--- src/rtl/tone_meas_pkg.sv ---
// Shared types and defaults for the tone measurement block.
package tone_meas_pkg;

    // Measurement FSM: waiting for the first rising crossing, or timing a cycle.
    typedef enum logic {
        S_IDLE,
        S_MEAS
    } state_e;

    // Hysteresis half-width around zero; crossings must clear this band.
    localparam int DEF_HYST   = 1024;

    // Default period counter width.
    localparam int DEF_CWIDTH = 16;

    // Saturation value of the period counter at the default width.
    localparam int CNT_MAX    = (1 << DEF_CWIDTH) - 1;

endpackage

--- src/rtl/tone_meas_zc_detect.sv ---
// Hysteresis zero-crossing detector: tracks signal polarity and flags
// the accepted sample that first pushes the signal above +HYST.
module zc_detect
    import tone_meas_pkg::*;
#(
    parameter int OWIDTH = 32,
    parameter int HYST   = DEF_HYST
) (
    input  logic                     clk,
    input  logic                     rstn,
    input  logic                     i_clear,
    input  logic                     i_acc,
    input  logic signed [OWIDTH-1:0] i_data,
    output logic                     o_pol,
    output logic                     o_rise
);

    localparam logic signed [OWIDTH-1:0] HYST_POS = OWIDTH'(HYST);
    localparam logic signed [OWIDTH-1:0] HYST_NEG = -HYST_POS;

    logic aboveBand;
    logic belowBand;
    logic pol_q;
    logic pol_d;

    // Signed compares against the band edges; samples inside the band change nothing.
    always_comb begin
        aboveBand = (i_data > HYST_POS);
        belowBand = (i_data < HYST_NEG);
    end

    // Next polarity: only accepted samples outside the band move it; clear forces low.
    always_comb begin
        pol_d = pol_q;
        if (i_clear) begin
            pol_d = 1'b0;
        end else if (i_acc) begin
            if (aboveBand) begin
                pol_d = 1'b1;
            end else if (belowBand) begin
                pol_d = 1'b0;
            end
        end
    end

    // Polarity register.
    always_ff @(posedge clk or negedge rstn) begin
        if (!rstn) begin
            pol_q <= 1'b0;
        end else begin
            pol_q <= pol_d;
        end
    end

    // A rising event is an accepted sample that lifts a low polarity over +HYST.
    always_comb begin
        o_pol  = pol_q;
        o_rise = i_acc && !pol_q && aboveBand;
    end

endmodule

--- src/rtl/tone_meas.sv ---
// Tone measurement sink: times each full signal cycle between rising
// crossings (in accepted samples) and reports its period, max and min.
module tone_meas
    import tone_meas_pkg::*;
#(
    parameter int DWIDTH = 16,
    parameter int OWIDTH = 2 * DWIDTH,
    parameter int CWIDTH = DEF_CWIDTH,
    parameter int HYST   = DEF_HYST
) (
    input  logic                     clk,
    input  logic                     rstn,
    input  logic                     i_clear,
    input  logic signed [OWIDTH-1:0] i_data,
    input  logic                     i_valid,
    output logic                     o_ready,
    output logic        [CWIDTH-1:0] o_period,
    output logic signed [OWIDTH-1:0] o_max,
    output logic signed [OWIDTH-1:0] o_min,
    output logic                     o_ovf,
    output logic                     o_valid,
    input  logic                     i_ready
);

    localparam logic [CWIDTH-1:0] CNT_SAT = {CWIDTH{1'b1}};
    localparam logic [CWIDTH-1:0] CNT_ONE = CWIDTH'(1);

    state_e                   state_q,     state_d;
    logic        [CWIDTH-1:0] cnt_q,       cnt_d;
    logic signed [OWIDTH-1:0] runMax_q,    runMax_d;
    logic signed [OWIDTH-1:0] runMin_q,    runMin_d;
    logic                     runOvf_q,    runOvf_d;
    logic        [CWIDTH-1:0] resPeriod_q, resPeriod_d;
    logic signed [OWIDTH-1:0] resMax_q,    resMax_d;
    logic signed [OWIDTH-1:0] resMin_q,    resMin_d;
    logic                     resOvf_q,    resOvf_d;
    logic                     resValid_q,  resValid_d;

    logic acc;
    logic rise;
    logic pol;

    // Input is stalled only while a result is waiting on a busy consumer.
    always_comb begin
        o_ready = !resValid_q || i_ready;
        acc     = i_valid && o_ready;
    end

    zc_detect #(
        .OWIDTH (OWIDTH),
        .HYST   (HYST)
    ) u_zc (
        .clk     (clk),
        .rstn    (rstn),
        .i_clear (i_clear),
        .i_acc   (acc),
        .i_data  (i_data),
        .o_pol   (pol),
        .o_rise  (rise)
    );

    // Next-state logic: FSM, running statistics and the result hand-off.
    always_comb begin
        state_d     = state_q;
        cnt_d       = cnt_q;
        runMax_d    = runMax_q;
        runMin_d    = runMin_q;
        runOvf_d    = runOvf_q;
        resPeriod_d = resPeriod_q;
        resMax_d    = resMax_q;
        resMin_d    = resMin_q;
        resOvf_d    = resOvf_q;
        resValid_d  = resValid_q;

        if (resValid_q && i_ready) begin
            resValid_d = 1'b0;
        end

        if (i_clear) begin
            state_d    = S_IDLE;
            cnt_d      = '0;
            resValid_d = 1'b0;
        end else if (acc) begin
            unique case (state_q)
                S_IDLE: begin
                    if (rise) begin
                        state_d  = S_MEAS;
                        cnt_d    = CNT_ONE;
                        runMax_d = i_data;
                        runMin_d = i_data;
                        runOvf_d = 1'b0;
                    end
                end
                S_MEAS: begin
                    if (rise) begin
                        resPeriod_d = cnt_q;
                        resMax_d    = runMax_q;
                        resMin_d    = runMin_q;
                        resOvf_d    = runOvf_q;
                        resValid_d  = 1'b1;
                        cnt_d       = CNT_ONE;
                        runMax_d    = i_data;
                        runMin_d    = i_data;
                        runOvf_d    = 1'b0;
                    end else begin
                        if (cnt_q == CNT_SAT) begin
                            runOvf_d = 1'b1;
                        end else begin
                            cnt_d = cnt_q + CNT_ONE;
                        end
                        if (i_data > runMax_q) begin
                            runMax_d = i_data;
                        end
                        if (i_data < runMin_q) begin
                            runMin_d = i_data;
                        end
                    end
                end
                default: begin
                    state_d = S_IDLE;
                end
            endcase
        end
    end

    // State and datapath registers.
    always_ff @(posedge clk or negedge rstn) begin
        if (!rstn) begin
            state_q     <= S_IDLE;
            cnt_q       <= '0;
            runMax_q    <= '0;
            runMin_q    <= '0;
            runOvf_q    <= 1'b0;
            resPeriod_q <= '0;
            resMax_q    <= '0;
            resMin_q    <= '0;
            resOvf_q    <= 1'b0;
            resValid_q  <= 1'b0;
        end else begin
            state_q     <= state_d;
            cnt_q       <= cnt_d;
            runMax_q    <= runMax_d;
            runMin_q    <= runMin_d;
            runOvf_q    <= runOvf_d;
            resPeriod_q <= resPeriod_d;
            resMax_q    <= resMax_d;
            resMin_q    <= resMin_d;
            resOvf_q    <= resOvf_d;
            resValid_q  <= resValid_d;
        end
    end

    // Result outputs come straight from their registers.
    always_comb begin
        o_period = resPeriod_q;
        o_max    = resMax_q;
        o_min    = resMin_q;
        o_ovf    = resOvf_q;
        o_valid  = resValid_q;
    end

endmodule

--- config.mk ---
export PLATFORM = sky130hd
export DESIGN_NAME = tone_meas
export DESIGN_NICKNAME = d
export VERILOG_FILES = /design/src/rtl/tone_meas_pkg.sv /design/src/rtl/tone_meas_zc_detect.sv /design/src/rtl/tone_meas.sv
export SDC_FILE = /design/constraint.sdc
export NUM_CORES = 1
export LEC_CHECK = 0
export CORE_ASPECT_RATIO = 1.2
export CORE_MARGIN = 1
export CORE_UTILIZATION = 50
export DETAILED_ROUTE_END_ITERATION = 12
export GPL_TIMING_DRIVEN = 0
export PLACE_DENSITY = 0.74
export SYNTH_ARGS = -nofsm -noshare
export SYNTH_HDL_FRONTEND = slang
export SYNTH_SLANG_ARGS = --single-unit
--- constraint.sdc ---
create_clock -name clk -period 6.9 [get_ports clk]
set_input_delay 0.69 -clock clk [delete_from_list [all_inputs] [get_ports clk]]
set_output_delay 0.69 -clock clk [all_outputs]
set_load 0.005 [all_outputs]
==> results of run 1 <==
placed cells by master, fill, tap and decap left out, types with 2 or more instances in the layout:
cell / Yosys / layout
clkbuf_1: 30 / 31
o21ai_1: 3 / 3
buf_4: 3 / 3
and4_1: 6 / 6
a21o_1: 11 / 11
a22oi_1: 31 / 31
ha_1: 64 / 64
nand2b_1: 3 / 3
nor2b_1: 5 / 5
inv_1: 69 / 69
xor2_1: 12 / 12
nand2_1: 13 / 13
clkbuf_16: 0 / 17
o211ai_1: 40 / 40
mux2_1: 111 / 111
and3_1: 9 / 9
clkinvlp_4: 0 / 3
nand4_1: 46 / 46
nor2_1: 27 / 27
clkdlybuf4s50_1: 0 / 118
o21bai_1: 2 / 2
buf_2: 9 / 9
nor3_1: 4 / 4
dfrtp_1: 165 / 165
nor3_2: 2 / 2
nor4_1: 9 / 9
clkinv_2: 0 / 3
clkinv_4: 0 / 4
o41ai_1: 2 / 2
nand3_1: 41 / 41
and2_1: 3 / 3
a21oi_1: 29 / 29
o21ai_0: 15 / 15
inv_6: 0 / 3
o2111ai_1: 5 / 5
worst max-delay path, stage by stage:
cell and delay, ns:
clkdlybuf4s50_1 0.66, ha_1 0.31, a21oi_1 0.14, o21ai_1 0.10, a221o_1 0.40, a2111oi_0 0.58, a21oi_1 0.22, nor3_2 0.42
buf_4 0.31, mux2_1 0.35
kinds of logic (layout without fill, tap and decap cells):
family	count (synthesis)	count (layout)	synth area share
AND/OR/NAND/NOR	172	172	0.109
flip-flops	165	165	0.473
AO/OA/AOI/OAI	152	152	0.120
multiplexers	112	112	0.144
buffers and inverters	111	263	0.0503
adder cells (fa/ha/maj)	64	64	0.0917
XOR/XNOR	12	12	0.0120
layout make-up:
| cell class | count | area [µm²] |
|---|---|---|
| Multi-Input combinational cell | 512 | 4170 |
| Fill cell | 1361 | 6190 |
| Sequential cell | 165 | 4130 |
| Buffer | 42 | 180 |
| Inverter | 69 | 259 |
| Clock buffer | 18 | 429 |
| Clock inverter | 14 | 129 |
| Timing Repair Buffer | 120 | 1220 |
| Tap cell | 216 | 270 |
power breakdown:
part / switching, mW / internal [mW] / leakage [nW]
sequential: 0.253 / 1.27 / 2.12
clock: 0.405 / 0.500 / 0.267
combinational: 0.632 / 0.637 / 2.69
worst max path at each step:
stage                         to  slack (ns)
floorplan           runMax_q[12]        3.86
global placement     o_period[8]       -1.60
detailed placement  runMax_q[20]        2.64
CTS                 runMax_q[13]        3.09
global route        runMax_q[20]        2.79
finish              runMax_q[13]        3.01
sequential cells by signal (all words and copies together), names as in the netlist:
name and cells:
cnt_q 16, o_max 32, o_min 32, o_ovf 1, o_period 16, o_valid 1
runMax_q 32, runMin_q 32, runOvf_q 1, state_q 1, u_zc.o_pol 1
per-layer routing:
metal / wire length, µm / part of all wire / global-route usage / vias to the layer above
met2: 10500 / 0.49 / 0.413 / 239
met3: 1140 / 0.053 / 0.0396 / 32
met4: 416 / 0.019 / 0.0823 / 0
met1: 9320 / 0.44 / 0.351 / 3458
li1: - / - / - / 3200
met5: 0 / 0 / 0 / -
stage by stage:
stage,utilization,hold slack (ns),setup TNS (ns),std cells
after CTS,0.635,0.172,0,1156
after global routing,0.635,0.181,0,1156
after detailed placement,0.602,0.474,0,1124
after floorplan,-,0.394,0,788
final,0.635,0.164,0,1156
after global placement,0.600,0.467,-260.52,1123
==> flow_metrics.env, run 1 <==
export IMPL_syn_to_final_growth_pct=23.5
export IMPL_rows=52
export IMPL_design_area_um2=10800
export IMPL_synthDistinctLibCells=48
export IMPL_ctsResizeCount=0
export IMPL_postCtsSetupBuffers=0
export IMPL_ir_worst_vdd_uv=211
export IMPL_worst_pin_slew_ns=0.692
export IMPL_cts_sinks=165
export IMPL_cellPowerDensity_nw_per_um2=343
export IMPL_synth_most_common_cell="dfrtp_1"
export IMPL_status="finished, final reports clean"
export IMPL_ys_seq_elements=165
export IMPL_hold_class="input port to async pin"
export IMPL_dpl_instance_area_um2=10200
export IMPL_worstReg2RegStart="runMax_q[19]"
export IMPL_die_h_um=147
export IMPL_crit_required_ns=7.20
export IMPL_maxSlewHeadroom=0.534
export IMPL_antenna_found_initial=0
export IMPL_setup_viol=0
export IMPL_drv_slew=0
export IMPL_routed_via_density=5.99
export IMPL_max_clock_path_buffers=2
export IMPL_die_x_um=123
export IMPL_vias=6929
export IMPL_cts_root_buf="clkbuf_16"
export IMPL_rsz0062_at_grt="false"
export IMPL_overflow=0
export IMPL_reg2reg_to="runMax_q[13]"
export IMPL_syn_nets=889
export IMPL_globalplace_congestion=0.885
export IMPL_critical_path_arrival_ns=4.19
export IMPL_ys_flop_type="dfrtp_1"
export IMPL_drv_cap=0
export IMPL_core_um2=17000
export IMPL_dp_hpwl_um=15200
export IMPL_ctsHoldBuffers=0
export IMPL_crit_fanout=10
export IMPL_total_power_mw=3.70
export IMPL_postRouteAntennaNets=0
export IMPL_crit_type="input port to flop"
export IMPL_skew_ns=0.0109
export IMPL_avgRoutedWirePerCell_um=18.5
export IMPL_port_buffers=119
export IMPL_nNetsFinal=1028
export IMPL_synthCells=788
export IMPL_tritoncts="done"
export IMPL_drt_iter0_drc=449
export IMPL_avgSynthCellArea_um2=11.1
export IMPL_dpl_worst_slack_ns=2.64
export IMPL_ios=120
export IMPL_syn_area_um2=8730
export IMPL_synthTopCellsByArea="dfrtp_1 (47%), mux2_1 (14%), ha_1 (9.2%)"
export IMPL_start_util=0.514
export IMPL_grt_max_degree=116
export IMPL_yosysSeqAreaShare=0.473
export IMPL_htreeDepth=4
export IMPL_fin_ws_ns=3.01
export IMPL_ff2ff_setup_slack_ns=3.54
export IMPL_drc=0
export IMPL_synthArstFlopShare=1.00
export IMPL_start_kind="input port"
export IMPL_synth_edf_count=0
export IMPL_p_leak_nw=5.08
export IMPL_min_period_ns=3.89
export IMPL_clk_pin_slew_ns=0.06
export IMPL_drive_above_1_share=0.0511
export IMPL_yosys_warnings=0
export IMPL_cts_made_buffers=17
export IMPL_critical_path_startpoint="i_data[19]"
export IMPL_worstSetupEndpointType="flop"
export IMPL_max_freq_mhz=257
export IMPL_worstSkewPairLatency_ns=0.43
export IMPL_dr_pass1_iters=5
export IMPL_grtUsageTotal=0.256
export IMPL_yosys_top_cells_count="dfrtp_1 (165), mux2_1 (111), inv_1 (69), ha_1 (64), nand4_1 (46)"
export IMPL_grt_pass1_vias=6948
export IMPL_rr_worst_depth=10
export IMPL_synth_top_area_share=0.473
export IMPL_antenna_cells=0
export IMPL_finalWirelength_um=21400
export IMPL_synth_top_cell_by_area="dfrtp_1"
export IMPL_grt_pass1_wl_um=35900
export IMPL_timing_final_crit_share=0.563
export IMPL_design_die_area_um2=18000
export IMPL_hold_viol=0
Power figures use the tool's default switching activity.
==> inputs of run 2 (changes only) <==
- PLACE_DENSITY: 0.74 -> 0.77
- clock period: 6.9 -> 3.5 ns (I/O delays scaled with it)
==> run 2 against run 1 <==
Compared with the run above: first-iteration DRC count is 14% higher; clock power is 110% higher; via count is 0.82% higher; count of clock-buffer cells in the layout is 2 higher; core utilization is 0.41 points higher; register-to-register slack worse by 3.2 ns; non-clock buffer count is 1 higher; final cell count stayed put; flip-flop and latch count stayed put.
==> flow_metrics.env, run 2 (synthesis gave the netlist of run 1 again) <==
export IMPL_skew_ns=0.00922
export IMPL_critical_path_arrival_ns=3.60
export IMPL_layout_commonest_cell="dfrtp_1"
export IMPL_drv_slew=0
export IMPL_layout_common_cells="dfrtp_1 (165), clkdlybuf4s50_1 (118), mux2_1 (111)"
export IMPL_drive_above_1_share=0.0511
export IMPL_syn_to_final_growth_pct=24.3
export IMPL_p_leak_nw=5.09
export IMPL_nNetsFinal=1029
export IMPL_p_int_mw=4.92
export IMPL_min_period_ns=3.30
export IMPL_critical_path_top_delay_family="simple AND/OR/NAND/NOR gates"
export IMPL_vias=6986
export IMPL_crit_fanout=10
export IMPL_drt_iter0_drc=511
export IMPL_design_die_area_um2=18000
export IMPL_drc=0
export IMPL_tritoncts="done"
export IMPL_max_clock_path_buffers=2
export IMPL_avgRoutedWirePerCell_um=19.0
export IMPL_htreeDepth=4
export IMPL_maxSlewHeadroom=0.518
export IMPL_postRouteAntennaNets=0
export IMPL_critical_path_startpoint="i_data[30]"
export IMPL_start_util=0.514
export IMPL_core_um2=17000
export IMPL_n_fill_cell=1329
export IMPL_die_h_um=147
export IMPL_start_kind="input port"
export IMPL_port_buffers=119
export IMPL_worst_pin_slew_ns=0.718
export IMPL_worstSkewPairLatency_ns=0.43
export IMPL_timing_final_crit_share=0.942
export IMPL_cellPowerDensity_nw_per_um2=687
export IMPL_cpPeakStageDelay_ns=0.60
export IMPL_cp_buffers_inverters=2
export IMPL_comb_power_share=0.339
export IMPL_worstSetupEndpointType="flop"
export IMPL_antenna_cells=0
export IMPL_rsz0062_at_grt="false"
export IMPL_finalWirelength_um=21900
export IMPL_ir_worst_vdd_uv=401
export IMPL_ios=120
export IMPL_slowest_stage="clkdlybuf4s50_1"
export IMPL_globalplace_congestion=0.886
export IMPL_dp_hpwl_um=15400
export IMPL_overflow=0
export IMPL_rows=52
export IMPL_clk_pin_slew_ns=0.06
export IMPL_dr_pass1_iters=4
export IMPL_postCtsSetupBuffers=0
export IMPL_hold_class="input port to async pin"
export IMPL_routed_via_density=6.04
export IMPL_grt_pass1_wl_um=36200
export IMPL_setup_viol=0
export IMPL_path_cells="clkdlybuf4s50_1 > ha_1 > nand4_1 > nor4bb_2 > nand3_1 > o2111a_1 > and3_1 > nor3_4 > buf_4 > mux2_1"
export IMPL_drv_cap=0
export IMPL_status="finished, final reports clean"
export IMPL_cts_sinks=165
export IMPL_cts_root_buf="clkbuf_16"
export IMPL_hold_viol=0
export IMPL_total_power_mw=7.46
export IMPL_grt_pass1_vias=7215
export IMPL_grt_max_degree=108
export IMPL_p_sw_mw=2.55
export IMPL_antenna_found_initial=0
export IMPL_die_x_um=123
export IMPL_p_seq_frac=0.405
export IMPL_cts_made_buffers=17
export IMPL_switching_share=0.341
export IMPL_finish_utilization=0.639
export IMPL_crit_type="input port to flop"
export IMPL_max_freq_mhz=303
export IMPL_ff2ff_setup_slack_ns=0.39
export IMPL_grtUsageTotal=0.261
export IMPL_p_clk_frac=0.256
export IMPL_worstReg2RegStart="runMax_q[31]"
export IMPL_crit_required_ns=3.81
-- run 2: what timing repair did --
item / in CTS / in global routing
hold buffers: 1 / 0
hold endpoints to repair: 58 / 0
endpoints found under the setup margin: 29 / 29
gates resized for setup: 2 / 2
-- run 2: cell type report --
class	count	area (µm²)	area share
Multi-Input combinational cell	512	4190	0.386
Clock buffer	20	447	0.0411
Tap cell	216	270	0.0249
Inverter	69	259	0.0239
Timing Repair Buffer	121	1230	0.114
Sequential cell	165	4130	0.380
Clock inverter	11	153	0.0141
Buffer	42	180	0.0166
-- run 2: worst paths after layout --
kind,to,cells after the start
worst min-delay path,o_max[17],2
worst min register to register,o_max[25],1
max in group asynchronous,o_min[0],3
min in group clk,o_max[25],1
worst max-delay path,runMax_q[19],10
worst max register to register,runMax_q[19],10
-- run 2: per-layer routing --
layer | share of wire | GRT usage
met5 | 0 | 0
met3 | 0.051 | 0.0551
met4 | 0.026 | 0.113
met2 | 0.50 | 0.422
met1 | 0.43 | 0.334
-- run 2: metrics by stage --
stage	setup slack (ns)	setup TNS [ns]	hold WS [ns]	cells	area [µm²]
2_1_floorplan	0.792	0	0.0544	788	8730
3_3_place_gp	-4.63	-776.94	0.466	1123	10200
3_5_place_dp	-0.496	-20.76	0.315	1124	10200
4_1_cts	0.0696	0	0.443	1156	10800
5_1_grt	0.0524	0	0.467	1156	10900
6_report	0.204	0	0.437	1156	10900
-- run 2: power groups by stage --
stage	logic [mW]	registers (mW)	clock network [mW]
floorplan	1.49	2.89	0
global placement	2.39	3.02	0
detailed placement	2.49	3.04	0
CTS	2.53	3.01	1.94
global route	2.85	3.10	2.02
finish	2.53	3.03	1.91
==> RTL change 1 (settings of run 2) <==
The parameter `DWIDTH` goes from 16 to 24.
--- a/src/rtl/tone_meas.sv
+++ b/src/rtl/tone_meas.sv
@@ -3,7 +3,7 @@
 module tone_meas
     import tone_meas_pkg::*;
 #(
-    parameter int DWIDTH = 16,
+    parameter int DWIDTH = 24,
     parameter int OWIDTH = 2 * DWIDTH,
     parameter int CWIDTH = DEF_CWIDTH,
     parameter int HYST   = DEF_HYST
Ports: changed (resized i_data, o_max and o_min); port bits go from 120 to 168. No check against the original RTL was run, so the function may have changed too.
==> RTL change 1 against run 2 <==
  * Count of clock-buffer cells in the layout increased by 13
  * Clock power rose by 40%
  * Final area is 32% higher
  * Total power up 53%
  * First-iteration DRC count shrank 40%
  * Sequential cell count rose by 64
  * Area after synthesis rose by 31%
  * Sequential power up 50%
  * Routed wire length up 17%
  * Worst setup slack better by 0.052 ns
  * Global-route usage decreased by 3.5 points
  * Critical endpoint is now runMax_q[25]
  * Largest cell class is now registers
==> RTL change 1: results (changes against run 2) <==
metric	value	unit	change
wire_per_inst	18.0	um	-5.1%
status	finished, final reports clean		
clkCellAreaFrac	5.75	%	+0.23 points
powerClk	2.68	mW	+40%
wl_met2	12.7	mm	+17%
clock-skew-final	0.0182	ns	+0.00900 ns
multi_input_area	5220	um^2	+25%
num-multi-input-gates	586		+14%
grt_pass1_vias	7959		+10%
place_congestion	0.802		-9.4%
final_util	63.9	%	about the same
drive_gt1_share	24.0	%	+19 points
core_area	22400	um^2	+32%
place_ws	-0.703	ns	-0.207 ns
synth_cell_types	47		-2.1%
grt.total_usage	22.5	%	-3.5 points
ctsHtreeMaxLevel	1		-3
n_clock_buffer	33		+65%
dp_cells	1385		+23%
synth_commonest_cells	dfrtp_1, mux2_2, inv_1, ha_1, a21oi_1		
drtIter0Drc	306		-40%
hold_class	input port to flip-flop		
port_buffers	166		+39%
ys_seq_area_share	50.1	%	+2.8 points
inverters	99		+43%
rr_endpoint	runMax_q[25]		
synth.ff_latch_count	229		+39%
maxSlewHeadroom	45.9	%	-6.0 points
insertion_delay	0.52	ns	+0.09 ns
place_hpwl	18.9	mm	+22%
critical_path_arrival	3.64	ns	+0.04 ns
grt_max_degree	122		+13%
wl_met3	894	um	-20%
p_per_area	796	nW/um^2	+16%
power_frac_seq	39.9	%	-0.6 points
syn_nets	1088		+22%
cts_buffers	24		+7
reg2reg_slack	0.33	ns	-0.06 ns
==> RTL change 1: logic make-up after synthesis <==
| kind of cell | synth area share [%] |
|---|---|
| buf+inv | 4.43 |
| flops | 50.1 |
| compound gates | 5.58 |
| simple gates | 7.50 |
| xor+xnor | 0.689 |
| mux | 21.2 |
| fa+ha+maj | 10.5 |
==> RTL change 1: what timing repair did <==
action	CTS	global route
gates resized for setup	2	4
buffers inserted	0	1
pin swaps	0	1
gates cloned	0	0
endpoints found under the hold margin	108	0
setup endpoints to repair	20	98
hold buffers	1	0
==> RTL change 1: worst max path at each step <==
stage / from / to / slack [ns] / depth (start not counted)
detailed placement: i_data[47] / runMin_q[42] / -0.70 / 11
finish: i_data[22] / runMax_q[25] / 0.26 / 11
global route: i_data[22] / runMax_q[25] / 0.0006 / 11
global placement: rstn / o_max[9] / -7.49 / 1
CTS: i_data[10] / o_ovf / 0.04 / 10
floorplan: runMax_q[22] / runMax_q[22] / 0.72 / 11
==> RTL change 2 (settings of run 2) <==
Without the edit above. Register the output `o_ovf`; this adds one clock of latency there. The other outputs are not delayed to match.
--- a/src/rtl/tone_meas.sv
+++ b/src/rtl/tone_meas.sv
@@ -24,6 +24,8 @@
 
     localparam logic [CWIDTH-1:0] CNT_SAT = {CWIDTH{1'b1}};
     localparam logic [CWIDTH-1:0] CNT_ONE = CWIDTH'(1);
+
+    logic o_ovf_d;
 
     state_e                   state_q,     state_d;
     logic        [CWIDTH-1:0] cnt_q,       cnt_d;
@@ -155,8 +157,12 @@
         o_period = resPeriod_q;
         o_max    = resMax_q;
         o_min    = resMin_q;
-        o_ovf    = resOvf_q;
+        o_ovf_d  = resOvf_q;
         o_valid  = resValid_q;
+    end
+
+    always_ff @(posedge clk) begin
+        o_ovf <= o_ovf_d;
     end
 
 endmodule
Behaviour: same outputs for any inputs over 4 cycles, from zero or initial values and one cycle with rstn low; that may be too few to reach the edited logic, so the function may still have changed.
==> RTL change 2 against run 2 <==
  * Final area rose by 0.28%
  * Total power rose by 0.19%
  * Sequential cell count rose by 1
  * First-iteration DRC count fell by 16%
  * Area after synthesis rose by 0.23%
  * Hold slack got worse by 0.052 ns
  * Clock skew fell by 0.00072 ns
  * Worst setup slack got worse by 0.080 ns
  * Routed wire length fell by 1.3%
  * Critical path depth did not move
  * Largest cell class unchanged
  * Largest power group unchanged
  * Highest routed layer unchanged
==> RTL change 2: results (changes against run 2) <==
metric	value	unit	change
status	finished, final reports clean		
grt.met3_usage	4.23	%	-1.3 points
syn_nets	890		+0.11%
wl_met3	1.06	mm	-5.6%
final_cells	1158		+0.17%
synth_area_leaders	dfrtp_1, mux2_1, ha_1		
dr.pass1.iters	5		+1
wl_met2	10.8	mm	-0.77%
hold_class	flip-flop to flip-flop		
nets	1030		+0.097%
place_ws	-0.792	ns	-0.296 ns
wirelength_met1	9.17	mm	-1.7%
synth_commonest_cells	dfrtp_1, mux2_1, inv_1, ha_1, nand4_1		
grt_pass1_wl	36.3	mm	+0.14%
drtIter0Drc	431		-16%
yosys_warnings	0		unchanged
power_leakage	5.12	nW	+0.55%
dp_cells	1125		+0.089%
drive_gt1_share	5.10	%	-0.011 points
path_max_fanout	10		unchanged
dpl_cell_area	10200	um^2	+0.20%
critical_path_arrival	3.68	ns	+0.08 ns
place_hpwl	15.2	mm	-1.2%
num_vias	6896		-1.3%
place_congestion	0.903		+2.0%
final-nonclk-buf-share	13.0	%	-0.036 points
seq-cell-share	38.1	%	+0.079 points
async_reset_ff_share	99.4	%	-0.60 points
cts.repair.resized	3		+1
peakVddDrop	350	uV	-13%
wl	21.6	mm	-1.3%
clock-skew-final	0.00849	ns	-0.000724 ns
ys_seq_area_share	47.4	%	+0.12 points
clk_pin_slew	0.06	ns	about the same
grt_pass1_vias	7207		-0.11%
synth.ff_latch_count	166		+0.61%
p_per_area	687	nW/um^2	about the same
max_stage_delay	0.58	ns	-0.02 ns
n_clock_buffer	22		+10%
synth_cell_types	49		+2.1%
grt_util_met1	33.1	%	-0.32 points
maxSlewHeadroom	51.6	%	-0.19 points
clkCellAreaFrac	5.60	%	+0.077 points
cts_buffers	17		unchanged
insertion_delay	0.43	ns	about the same
fillers	1314		-1.1%
use_met2	43.4	%	+1.2 points
cp_top_family	compound AO/OA/AOI/OAI gates		
clockBufferDepth	2		unchanged
synth.avg_cell_area	11.1	um^2	+0.10%
grt_max_degree	84		-22%
grt.total_usage	26.0	%	-0.095 points
-- RTL change 2: report_power, final --
| group | leakage (nW) | switching (mW) | internal (mW) |
|---|---|---|---|
| clock network | 0.291 | 0.760 | 1.16 |
| registers | 2.13 | 0.505 | 2.52 |
| logic | 2.70 | 1.26 | 1.27 |
| total | 5.12 | 2.52 | 4.95 |
-- RTL change 2: path summary, 6_finish.rpt --
kind	startpoint	endpoint	slack (ns)	cells after the start
min reg2reg	o_ovf_d	o_ovf	0.39	0
min	o_ovf_d	o_ovf	0.39	0
min in group asynchronous	rstn	o_max[17]	0.48	2
max in group asynchronous	rstn	cnt_q[10]	2.22	3
max	i_data[19]	runMax_q[24]	0.12	10
max reg2reg	runMax_q[19]	runMax_q[24]	0.32	10
-- RTL change 2: cell families after synthesis --
family / Yosys count / synth area share, %
mux: 112 / 14.4
simple gates: 172 / 10.9
flops: 166 / 47.4
buf+inv: 111 / 5.02
xor+xnor: 12 / 1.20
compound gates: 152 / 12.0
fa+ha+maj: 64 / 9.15
